$ cat src/rtl/pipe_pkg.sv
// Shared definitions for the pixel pipeline register family: lane width default,
// a width helper for counters and the pixel lane index enum.
package pipe_pkg;

  localparam int LANE_W          = 8;
  localparam int NUM_PIXEL_LANES = 3;

  typedef enum logic [1:0] {
    LANE_R = 2'd0,
    LANE_G = 2'd1,
    LANE_B = 2'd2
  } lane_e;

  // $clog2 that never yields a zero-width vector (values 0..n-1 need at least one bit)
  function automatic int clog2_safe(input int n);
    return (n <= 2) ? 1 : $clog2(n);
  endfunction

  // Bit offset of a pixel lane inside a packed multi-lane bus
  function automatic int lane_lsb(input lane_e lane, input int lane_w);
    return int'(lane) * lane_w;
  endfunction

endpackage

$ cat src/rtl/pipe_stage.sv
// One register stage of the elastic pipeline: a valid flag plus a data word,
// loaded from the previous stage whenever the downstream ready chain allows it.
module pipe_stage #(
  parameter int DATA_W     = 24,
  parameter bit RESET_DATA = 1'b1
) (
  input  logic              clk_i,
  input  logic              rst_i,
  input  logic              clear_i,
  input  logic              en,
  input  logic              prev_valid,
  input  logic [DATA_W-1:0] prev_data,
  output logic              valid,
  output logic [DATA_W-1:0] data
);

  always_ff @(posedge clk_i) begin
    if (rst_i || clear_i) begin
      valid <= 1'b0;
    end else if (en) begin
      valid <= prev_valid;
    end
  end

  // Bubbles never overwrite data, so an emptied stage keeps showing its last word
  always_ff @(posedge clk_i) begin
    if (rst_i || clear_i) begin
      if (RESET_DATA) begin
        data <= '0;
      end
    end else if (en && prev_valid) begin
      data <= prev_data;
    end
  end

endmodule

$ cat src/rtl/elastic_pipe_reg.sv
// Multi-lane, multi-stage pipeline register with valid/ready flow control,
// synchronous flush and a registered occupancy count.
module elastic_pipe_reg
  import pipe_pkg::*;
#(
  parameter int WIDTH      = LANE_W,
  parameter int CHANNELS   = NUM_PIXEL_LANES,
  parameter int DEPTH      = 2,
  parameter bit RESET_DATA = 1'b1
) (
  input  logic                              clk_i,
  input  logic                              rst_i,
  input  logic                              clear_i,
  input  logic                              valid_i,
  output logic                              ready_o,
  input  logic [WIDTH*CHANNELS-1:0]         data_i,
  output logic                              valid_o,
  input  logic                              ready_i,
  output logic [WIDTH*CHANNELS-1:0]         data_o,
  output logic [clog2_safe(DEPTH+1)-1:0]    occupancy_o
);

  localparam int BUS_W = WIDTH * CHANNELS;
  localparam int OCC_W = clog2_safe(DEPTH + 1);

  logic [DEPTH-1:0] stage_valid;
  logic [DEPTH-1:0] stage_en;
  logic [BUS_W-1:0] stage_data [DEPTH];
  logic             xfer_in;
  logic             xfer_out;

  genvar k;
  generate
    for (k = 0; k < DEPTH; k++) begin : g_stage
      // A stage may advance when downstream accepts or any later stage is empty;
      // written flat rather than as a recursive chain to keep it loop-free
      assign stage_en[k] = ready_i | ~(&stage_valid[DEPTH-1:k]);

      if (k == 0) begin : g_first
        pipe_stage #(
          .DATA_W     (BUS_W),
          .RESET_DATA (RESET_DATA)
        ) u_stage (
          .clk_i      (clk_i),
          .rst_i      (rst_i),
          .clear_i    (clear_i),
          .en         (stage_en[k]),
          .prev_valid (valid_i),
          .prev_data  (data_i),
          .valid      (stage_valid[k]),
          .data       (stage_data[k])
        );
      end else begin : g_next
        pipe_stage #(
          .DATA_W     (BUS_W),
          .RESET_DATA (RESET_DATA)
        ) u_stage (
          .clk_i      (clk_i),
          .rst_i      (rst_i),
          .clear_i    (clear_i),
          .en         (stage_en[k]),
          .prev_valid (stage_valid[k-1]),
          .prev_data  (stage_data[k-1]),
          .valid      (stage_valid[k]),
          .data       (stage_data[k])
        );
      end
    end
  endgenerate

  // Refusing input during a flush keeps a word offered with clear_i from vanishing unseen
  assign ready_o  = stage_en[0] & ~clear_i;
  assign valid_o  = stage_valid[DEPTH-1];
  assign data_o   = stage_data[DEPTH-1];
  assign xfer_in  = valid_i & ready_o;
  assign xfer_out = valid_o & ready_i;

  always_ff @(posedge clk_i) begin
    if (rst_i || clear_i) begin
      occupancy_o <= '0;
    end else begin
      occupancy_o <= occupancy_o + OCC_W'(xfer_in) - OCC_W'(xfer_out);
    end
  end

endmodule

$ cat config.mk
export PLATFORM = sky130hd
export DESIGN_NAME = elastic_pipe_reg
export DESIGN_NICKNAME = d
export VERILOG_FILES = /design/src/rtl/pipe_pkg.sv /design/src/rtl/pipe_stage.sv /design/src/rtl/elastic_pipe_reg.sv
export SDC_FILE = /design/constraint.sdc
export NUM_CORES = 1
export LEC_CHECK = 0
export BUFFER_PORTS_ARGS = -buffer_cell sky130_fd_sc_hd__buf_2
export CAP_MARGIN = 5
export CORE_MARGIN = 4
export CORE_UTILIZATION = 50
export DETAILED_ROUTE_END_ITERATION = 7
export GPL_TIMING_DRIVEN = 0
export PLACE_DENSITY = 0.73
export SLEW_MARGIN = 20
export SYNTH_ARGS = -nofsm -noshare
export SYNTH_HDL_FRONTEND = slang
export SYNTH_SLANG_ARGS = --single-unit
export TNS_END_PERCENT = 30
$ cat constraint.sdc
create_clock -name clk_i -period 3.1 [get_ports clk_i]
set_input_delay 0 -clock clk_i [delete_from_list [all_inputs] [get_ports clk_i]]
set_output_delay 0 -clock clk_i [all_outputs]
set_load 0.01 [all_outputs]
==> metrics <==
Die ar.=5540 um^2; data arrival time of the worst path=about 2.2 ns; ant diodes=0; Clock Path Buffers=2; Layout fillers=369; clock share of power=32.8%; Ys Warns=0; Pint=0.898 mW; htree depth=2; clk root buf=clkbuf_8; Peak supply drop=0.258 mV; layout cells sized above 1=37.7%; via/cell ratio=5.27; Post-route DRC=0; number of global-route vias before repair=1788; Max Slew Vio Count=0; Yosys top cell area share=a little under half; FF+latch area=approximately 1000 um^2; CP required=3.30 ns; delay of the slowest cell on the worst path=between 0.3 and 0.4 ns; Core ar.=~4100 um^2; power per cell area=419 nW/um^2; cell family with most CP delay=simple AND/OR/NAND/NOR gates; met1 usage in global routing=~29%; clk_lat worst skew=0.32 ns; Final Hold Fails=0; register bit total from synthesis=52; gr usage total=20.4%; f_max=about 490 MHz; Logic pwr share=between 10% and 20%; CP Max Fanout=9; MaxCap Viol Count=0; CP startpoint kind=flop; DR pass1 iterations=5; Leak=between 1 and 1.5 nW; synth-to-layout area growth=30.4%; final period utilization=about 65%; via count=1997; Final GP Congestion=0.794; commonest non-fill, non-tap cell in the layout=buf_2; syn nets=273; Placed Area=2540 um^2; Min Clock Period, post-route=~2.0 ns; Fin Setup TNS=0 ns; register area share after synthesis=a little under half; Routed Antenna Nets=0; DRT iter0 DRCs=140; CTS Sinks=52; register share of total power=around 57%; Mapped Area=about 2200 um^2; unrepaired setup endpoints after global routing=no; final WL=around 5.3 mm; CTS Buf Count=5; Die W=74.4 um; Netlist cell types=25; antenna violations before repair=0; Setup crit start=g_stage[0].g_first.u_stage.valid; IO Port Bufs=55; # resized after CTS=0; commonest cells after routing, fill and taps aside=buf_2, dfxtp_1, nand3_1, a21oi_1, o21ai_0; HPWL after DPL=3.72 mm; CP cell instances=buf_6 > and3b_1 > buf_6 > or3_1 > ha_1 > inv_1 > ha_1 > xor2_1 > xnor2_1 > nor2_1; Max stage delay cell, worst path=dfxtp_1; Worst Path Buf+Inv=3; Syn Area/Cell=between 9 and 10 um^2; Worst Tran Pin Value=roughly 0.46 ns; layout net count=359; GR Layer Usage met3=4.86%; GR Overflow Total=0; Clock transition at path regs=0.09 ns; fin util=69.4%; area occupied by multi-input gates=980 um^2; switching share of power=between 20% and 30%; Crit Path Category=reg -> reg; placed instance count=347; Ports=57; # setup viols final=0; Max-slew headroom=69.6%; Synth Instances=242; met2 usage=30.7%; FP Rows=23; initial core utilization=53.2%; fin cells=379; design area=2880 um^2; largest net degree at the start of global routing=18; crit end category=flop; worst r2r src=g_stage[0].g_first.u_stage.valid; first-pass GRT wire length=8.68 mm; Sw Pwr=0.306 mW; Die Height=74.4 um; leading area contributor after synthesis=dfxtp_1; Layout Skew=0.0114 ns; hold path start=valid_i; CTS tree=yes; busiest grt layer=met2; drt wl/cell=14.0 um; status=completed; Final Worst Setup Slack=1.08 ns; pre-CTS WS=1.09 ns; Hold Path Class=in -> reg; Area contributors post-synth=dfxtp_1, nand3_1, a21oi_2, o21ai_2, a21oi_1
[metal layers]
layer	share of wire, %	up-vias
met3	4.9	5
li1	-	1034
met4	1.0	0
met1	50	906
met5	0	-
met2	45	52
[stage by stage]
stage / hold WS (ns) / total power [mW]
6_report: 0.00575 / 1.20
5_1_grt: 0.0172 / 1.25
4_1_cts: 0.000498 / 1.21
3_5_place_dp: 0.257 / 0.800
3_3_place_gp: 0.255 / 0.799
2_1_floorplan: 0.0475 / 0.764
[worst paths after layout]
kind                                             end  slack, ns  depth (start not counted)
hold / removal    g_stage[0].g_first.u_stage.data[9]      0.006                          3
setup reg to reg                      occupancy_o[1]       1.08                         10
setup / recovery                      occupancy_o[1]       1.08                         10
hold reg to reg   g_stage[0].g_first.u_stage.data[3]       0.47                          2
[power by group through the flow]
stage          Clock [mW]  Sequential, mW  Combinational [mW]
2_1_floorplan           0           0.702              0.0621
3_5_place_dp            0           0.704              0.0965
3_3_place_gp            0           0.704              0.0949
4_1_cts             0.401           0.688               0.119
6_report            0.396           0.689               0.120
5_1_grt             0.427           0.690               0.133
[cell usage after synthesis]
| cell type | instances |
|---|---|
| dfxtp_1 | 52 |
| nand3_1 | 48 |
| a21oi_1 | 31 |
| o21ai_0 | 29 |
| a21oi_2 | 19 |
| o21ai_2 | 19 |
| buf_2 | 13 |
| clkbuf_1 | 6 |
| inv_1 | 3 |
| nor2_1 | 3 |
| buf_12 | 2 |
| buf_4 | 2 |
| buf_6 | 2 |
| ha_1 | 2 |
| and2_1 | 1 |
| and2b_1 | 1 |
| and3b_1 | 1 |
| clkbuf_2 | 1 |
| inv_2 | 1 |
| nand2b_1 | 1 |
| nand3b_2 | 1 |
| or2_2 | 1 |
| or3_1 | 1 |
| xnor2_1 | 1 |
| xor2_1 | 1 |
[area by class of cell]
class	instances	area share, %
flip-flops and latches	52	36.2
inverters	4	0.522
clock inverters	3	0.826
multi-input cells	160	34.1
plain buffers	26	5.92
repair buffers	79	17.9
clock buffers	5	2.39
well taps	50	2.17
[worst register-to-register path, stage by stage, from the launching register on]
cell	delay, ns
dfxtp_1	0.32
buf_6	0.13
and3b_1	0.18
buf_6	0.14
or3_1	0.30
ha_1	0.27
inv_1	0.04
ha_1	0.17
xor2_1	0.16
xnor2_1	0.14
nor2_1	0.05
[logic make-up (layout without fill, tap and decap cells)]
group | Yosys count | in the layout | synth area share (%)
AO/OA/AOI/OAI | 98 | 98 | 28.7
adder cells (fa/ha/maj) | 2 | 2 | 1.13
flip-flops | 52 | 52 | 47.2
AND/OR/NAND/NOR | 58 | 58 | 13.8
XOR/XNOR | 2 | 2 | 0.794
buffers and inverters | 30 | 117 | 8.39
[flip-flops by register name, summed over array words and instances, names as in the netlist]
| name | count |
|---|---|
| g_stage.g_next.u_stage.data | 24 |
| g_stage.g_first.u_stage.valid | 1 |
| g_stage.g_first.u_stage.data | 24 |
| g_stage.g_next.u_stage.valid | 1 |
| occupancy_o | 2 |
[what timing repair did]
item | CTS | global route
buffers inserted | 0 | 0
endpoints found under the hold margin | 24 | 0
hold buffers | 24 | 0
No activity file was read; power rests on OpenSTA's default activity.
